--- config.mk ---
export PLATFORM = sky130hd
export DESIGN_NAME = dc2_4_buf
export DESIGN_NICKNAME = d
export VERILOG_FILES = /design/src/rtl/dc2_4_buf.sv
export SDC_FILE = /design/constraint.sdc
export NUM_CORES = 1
export LEC_CHECK = 0
export BUFFER_PORTS_ARGS = -buffer_cell sky130_fd_sc_hd__buf_4
export CAP_MARGIN = 25
export CORE_UTILIZATION = 30
export CTS_BUF_LIST = sky130_fd_sc_hd__clkbuf_4
export CTS_CLUSTER_DIAMETER = 120
export DETAILED_ROUTE_END_ITERATION = 7
export PLACE_DENSITY = 0.47
export SYNTH_ARGS = -nofsm -noshare
export SYNTH_HDL_FRONTEND = slang
export SYNTH_SLANG_ARGS = --single-unit
--- constraint.sdc ---
create_clock -name clk -period 2.5 [get_ports clk]
set_input_delay 0.125 -clock clk [delete_from_list [all_inputs] [get_ports clk]]
set_output_delay 0.125 -clock clk [all_outputs]
set_load 0.1 [all_outputs]
--- src/rtl/dc2_4_buf.sv ---
// -----------------------------------------------------------------------------
// dc2_4_buf -- buffered 2-to-4 decoder
//
// Receives 2-bit line codes from an encoder-side producer over a valid/ready
// handshake, queues them in a DEPTH-entry FIFO and presents the head entry as a
// one-hot 4-bit word on a downstream valid/ready handshake. The queue lets the
// producer run ahead of a stalling consumer without losing events.
//
// Parameters
//   DEPTH  FIFO entries (power of two, >= 2)
//
// Ports
//   clk    in   1              system clock, rising edge
//   rst    in   1              synchronous active-high reset
//   i      in   2              input code, selects output line 0..3
//   iv     in   1              input valid
//   irdy   out  1              input ready (FIFO not full)
//   o      out  4              one-hot decode of the head code, 0 when empty
//   ov     out  1              output valid (FIFO not empty)
//   ordy   in   1              downstream ready
//   cnt    out  $clog2(DEPTH)+1  current occupancy, 0..DEPTH
// -----------------------------------------------------------------------------
module dc2_4_buf #(
    parameter int DEPTH = 4
) (
    input  logic                       clk,
    input  logic                       rst,
    input  logic [1:0]                 i,
    input  logic                       iv,
    output logic                       irdy,
    output logic [3:0]                 o,
    output logic                       ov,
    input  logic                       ordy,
    output logic [$clog2(DEPTH):0]     cnt
);

    localparam int AW = $clog2(DEPTH);
    localparam int CW = AW + 1;

    // Code storage; contents are deliberately left unreset.
    logic [1:0]    mem [DEPTH];

    logic [AW-1:0] wr_ptr_reg;
    logic [AW-1:0] rd_ptr_reg;
    logic [CW-1:0] cnt_reg;
    logic [CW-1:0] cnt_next;

    logic          push;
    logic          pop;
    logic [1:0]    head;

    // Handshake flags come only from registered occupancy, so there is no
    // combinational path from iv/ordy to irdy/ov (no bypass, no fall-through).
    assign irdy = (cnt_reg != CW'(DEPTH));
    assign ov   = (cnt_reg != '0);
    assign cnt  = cnt_reg;

    assign push = iv && irdy;
    assign pop  = ov && ordy;

    always_comb begin
        cnt_next = cnt_reg;
        if (push && !pop) begin
            cnt_next = cnt_reg + CW'(1);
        end else if (pop && !push) begin
            cnt_next = cnt_reg - CW'(1);
        end
    end

    // Pointers wrap naturally at AW bits; full vs. empty is told apart by cnt.
    always_ff @(posedge clk) begin
        if (rst) begin
            wr_ptr_reg <= '0;
            rd_ptr_reg <= '0;
            cnt_reg    <= '0;
        end else begin
            if (push) begin
                wr_ptr_reg <= wr_ptr_reg + AW'(1);
            end
            if (pop) begin
                rd_ptr_reg <= rd_ptr_reg + AW'(1);
            end
            cnt_reg <= cnt_next;
        end
    end

    // A push sampled together with reset is dropped, so the write is gated too.
    always_ff @(posedge clk) begin
        if (push && !rst) begin
            mem[wr_ptr_reg] <= i;
        end
    end

    // The head must be visible in the cycle right after it is written, so the
    // read is asynchronous off the registered read pointer.
    assign head = mem[rd_ptr_reg];

    genvar gi;
    generate
        for (gi = 0; gi < 4; gi++) begin : g_dec
            assign o[gi] = ov && (head == 2'(gi));
        end
    endgenerate

endmodule
# ---- Word level (Yosys, flattened, before mapping)
# Memory sizes are Yosys's and may differ from the RTL's. A register that Yosys moved wholly into a read port is not among the register bits.
# Index checks and enable logic that the tools add are counted.
dict set report totals {
  ff_bits 7
  ramBits 8
  inputBits 6
  output_inout_bits 9
  memories 1
}
# name depth word_bits read_ports rd_clocked_by_memory_dff wr line_no
set mem_list {}
lappend mem_list {mem 4 2 1 1 1 41} ;# logic [1:0] mem [DEPTH];
dict set report op_classes {
  addsub 4
  eq_ne 4
  mux 6
  n_reduce_logical 15
}
# cell count
set op_table {}
lappend op_table {{1-bit logical AND} 9}
lappend op_table {{3-bit 2-to-1 mux} 2}
lappend op_table {{2-bit by 1-bit adder with 2-bit output (second input constant)} 2}
lappend op_table {{2-bit == test (second input constant)} 2}
lappend op_table {{2-bit 2-to-1 mux} 2}
lappend op_table {{3-bit by 1-bit adder with 3-bit output (second input constant)} 1}
lappend op_table {{1-bit zero test} 3}
lappend op_table {{3-bit != test (second input constant)} 1}
lappend op_table {{3-bit nonzero test} 1}
lappend op_table {{3-bit by 1-bit subtractor with 3-bit output (second input constant)} 1}
lappend op_table {{2-bit by 1-bit == test with 1-bit output (second input constant)} 1}
lappend op_table {{2-bit zero test} 1}
lappend op_table {{1-bit 2-to-1 mux} 2}
lappend op_table {{2-bit nonzero test} 1}

# ---- Longest topological paths before layout
dict set report depth {
  ltp_word 6
  depth_mapped 9
  depth_no_buf 9
}

# ---- Worst setup path before layout
# OpenSTA, ideal clock, no wires.
dict set report synth_path {
  path_type {register to output}
  startpoint {register cnt_reg[0] (netlist: cnt[0])}
  endpoint {output port o[0]}
  t_arrival_ns 4.382
  setup_slack_ns -2.007
  path_stages_with_launch 5
  n_path_buf 0
  path_cell_list {dfxtp_1 nor3_1 inv_1 nand2_1 o32ai_1}
}
dict set report synth_via {
  elab_chain_cells 2
}
# element line_no
set synth_lines {}
lappend synth_lines {{start: declaration} 45} ;# logic [CW-1:0] cnt_reg;
lappend synth_lines {{start signal: assignment} 83} ;# cnt_reg <= cnt_next;
lappend synth_lines {{3-bit nonzero test} 55} ;# assign ov = (cnt_reg != '0);
lappend synth_lines {{net ov} 32} ;# output logic ov,
lappend synth_lines {{1-bit logical AND} 101} ;# assign o[gi] = ov && (head == 2'(gi));
lappend synth_lines {{end: declaration} 31} ;# output logic [3:0] o,
# The timed path passes the listed nets, and every way through them passes these cells.

# ---- Worst setup path after layout
dict set report layout_path {
  startpoint {register cnt_reg[0] (netlist: cnt[0])}
  endpoint {register cnt_reg[2] (netlist: cnt[2])}
}
dict set report layout_via {
  elab_chain_cells 5
  word_cells_on_any_way 13
  cone_classes {add/sub: 2; eq/ne: 1; mux: 2; reduce/logical: 8}
}
# element
set layout_lines {}
lappend layout_lines {{branches (longest 5 deep; another with 3-bit by 1-bit subtractor with 3-bit output)}}
# Several ways; the timed one is not identified. The select of a mux whose other input is x is not followed.
# A chain may end at the register's enable or synchronous reset.

==> summary.txt <==
GRT
  – First-pass GRT wire length: 2.43 mm
  – Overflow left after global routing: 0
  – Tot GR Track Use: 0.102
  – Largest net degree at the start of global routing: 15
  – Vias in the first global route: approximately 560
  – Initial antenna violation count: 0

Clock network
  – CTS hold repair buffers: 0
  – Worst-path clk slew: ~0.090 ns
  – Number of buffers created by CTS: 3
  – # resized after CTS: 0
  – Root Buffer: clkbuf_4
  – Clk buf depth: 2
  – Setup bufs post-CTS: 0
  – CTS tree: yes
  – CTS H-tree depth: 1
  – Clock Sinks: 17
  – Worst skew pair latency: 0.28 ns

Drt
  – Drt total wl: 1.40 mm
  – First-pass DRT Iterations: 4
  – Via count: 564
  – Drt initial violations: 10
  – DRT antenna net count: 0
  – Drt wl/cell: roughly 12 microns
  – Vias per cell: 4.74
  – Residual DRC: 0

Critical path
  – Largest stage delay, worst path: around 0.4 ns
  – Worst setup EP type: flop
  – Startpoint types: flop
  – Worst Reg-to-Reg Cells: 7
  – Reg2Reg Launch Point: cnt[0]
  – Worst EP arrival: around 2.4 ns
  – R2r endpoint: cnt[2]
  – Crit path kind: reg2reg
  – Worst R2R Setup Slack: 0.31 ns
  – CP max-delay cell: or3_2
  – CP max FO: 7
  – CP required: around 2.7 ns
  – CP cell instances: o31ai_1 -> ha_1 -> inv_1 -> fa_1 -> xor2_1 -> or3_2 -> a21oi_1

Logic synthesis
  – Yosys reg bits: 17
  – Yosys cell types: 27
  – Cell Area, Synth: around 850 sq um
  – Share of the yosys chip area belonging to registers: 0.495
  – Syn nets: 85
  – Mean post-synth cell area: 11.6 sq um
  – Synth Warn #: 0
  – Cells after Synth: 73

Timing
  – Setup total negative slack: 0 ns
  – Max Clock Freq: around 460 MHz
  – Setup violations, final: 0
  – Final Hold Viols: 0
  – Unrepaired setup endpoints after global routing: no
  – Minimum clock period: 2.19 ns
  – Skew final: around 0.0054 ns
  – Final period utilization: 0.878
  – Tightest Pin Transition: 0.378 ns
  – Worst rel slew slack: 0.741
  – Max-slew violation count: 0

Hold path
  – Class of the tightest hold or removal check: in2reg
  – Hold Crit Start: i[0]
  – Hold depth: 1
  – Hold Path End: mem[3][0]

Die
  – Die width: about 55 microns
  – Core area: approximately 2600 sq um
  – Die Y: 55.2 microns
  – Initial core utilization: 0.331
  – Ports: 15
  – Die Area: between 3000 and 4000 sq um
  – Row count: 18

Layout
  – Area grow syn2layout: 26.8%
  – Antenna cells: 0
  – Number of nets in the final layout: 102
  – Commonest non-fill, non-tap cells in the layout: 14 x buf_4, 8 x edfxtp_1, 7 x nor2_1
  – Fraction of layout instances using a drive strength above 1: 0.371
  – Most common cell after layout, fill and taps aside: buf_4

Outcome
  – Outcome: completed

Place
  – Input/output buffers: 14
  – Detailed Place HPWL: between 1 and 1.5 mm
  – GPL Wtd Cong: 0.628

Flow run
  – Maximum Capacitance Violations: 0
metal layers:
metal,vias to the layer above,GRT usage,share of wire
li1,296,-,-
met1,258,0.129,0.50
met2,8,0.157,0.45
met3,2,0.0422,0.044
met4,0,0.0321,0.011
met5,-,0,0
worst max-delay path by stage:
stage	startpoint	to	slack (ns)
2_1_floorplan	cnt[0]	cnt[2]	0.004
3_5_place_dp	cnt[0]	cnt[2]	0.31
4_1_cts	cnt[0]	cnt[2]	0.28
5_1_grt	cnt[0]	cnt[2]	0.19
6_report	cnt[0]	cnt[2]	0.31
3_3_place_gp	cnt[0]	cnt[2]	0.37
layout make-up:
type	instances	area, sq um
Sequential cell	17	432
Tap cell	30	37.5
Inverter	5	21.3
Fill cell	261	1490
Timing Repair Buffer	14	105
Clock buffer	4	30.0
Multi-Input combinational cell	49	452
cells by family after synthesis:
group | Yosys count | share of synthesized area
simple gates | 23 | 0.158
flops | 17 | 0.495
compound gates | 8 | 0.0722
mux | 8 | 0.102
buf+inv | 7 | 0.0353
fa+ha+maj | 6 | 0.0972
xor+xnor | 4 | 0.0412
critical path, delay by kind of cell, from the launching register on:
family,cells,cell delay (ns)
flip-flops,1,0.38
XOR/XNOR,1,0.15
buffers and inverters,1,0.06
adder cells (fa/ha/maj),2,0.63
AO/OA/AOI/OAI,2,0.51
AND/OR/NAND/NOR,1,0.40
synth_stat cells (all sizes together):
master / n / area share
edfxtp: 8 / 0.28
mux2i: 6 / 0.071
or2: 2 / 0.015
xor2: 4 / 0.041
inv: 5 / 0.025
or3: 1 / 0.0088
clkbuf: 1 / 0.0044
dfxtp: 9 / 0.21
mux2: 2 / 0.031
o311ai: 1 / 0.010
nor3: 1 / 0.0059
nor3b: 4 / 0.035
buf: 1 / 0.0059
o21ai: 1 / 0.0059
ha: 5 / 0.074
or3b: 1 / 0.013
nand2b: 3 / 0.022
nor2: 7 / 0.031
fa: 1 / 0.024
o31ai: 1 / 0.0088
a21oi: 1 / 0.0059
nand2: 4 / 0.027
o32ai: 4 / 0.041
through the flow:
stage                     worst slack [ns]  hold slack [ns]   util  instance area [sq um]  std cells
after detailed placement             0.310            0.333  0.408                   1050        115
after global placement               0.366            0.329  0.408                   1050        115
after CTS                            0.281           0.0311  0.420                   1080        119
after floorplan                    0.00358            0.224      -                    913         73
after global routing                 0.191           0.0318  0.420                   1080        119
final                                0.305           0.0464  0.420                   1080        119
Power is left out: the tool's default activity adds up to more than one toggle a clock period on the data nets, which glitch-free logic cannot reach.
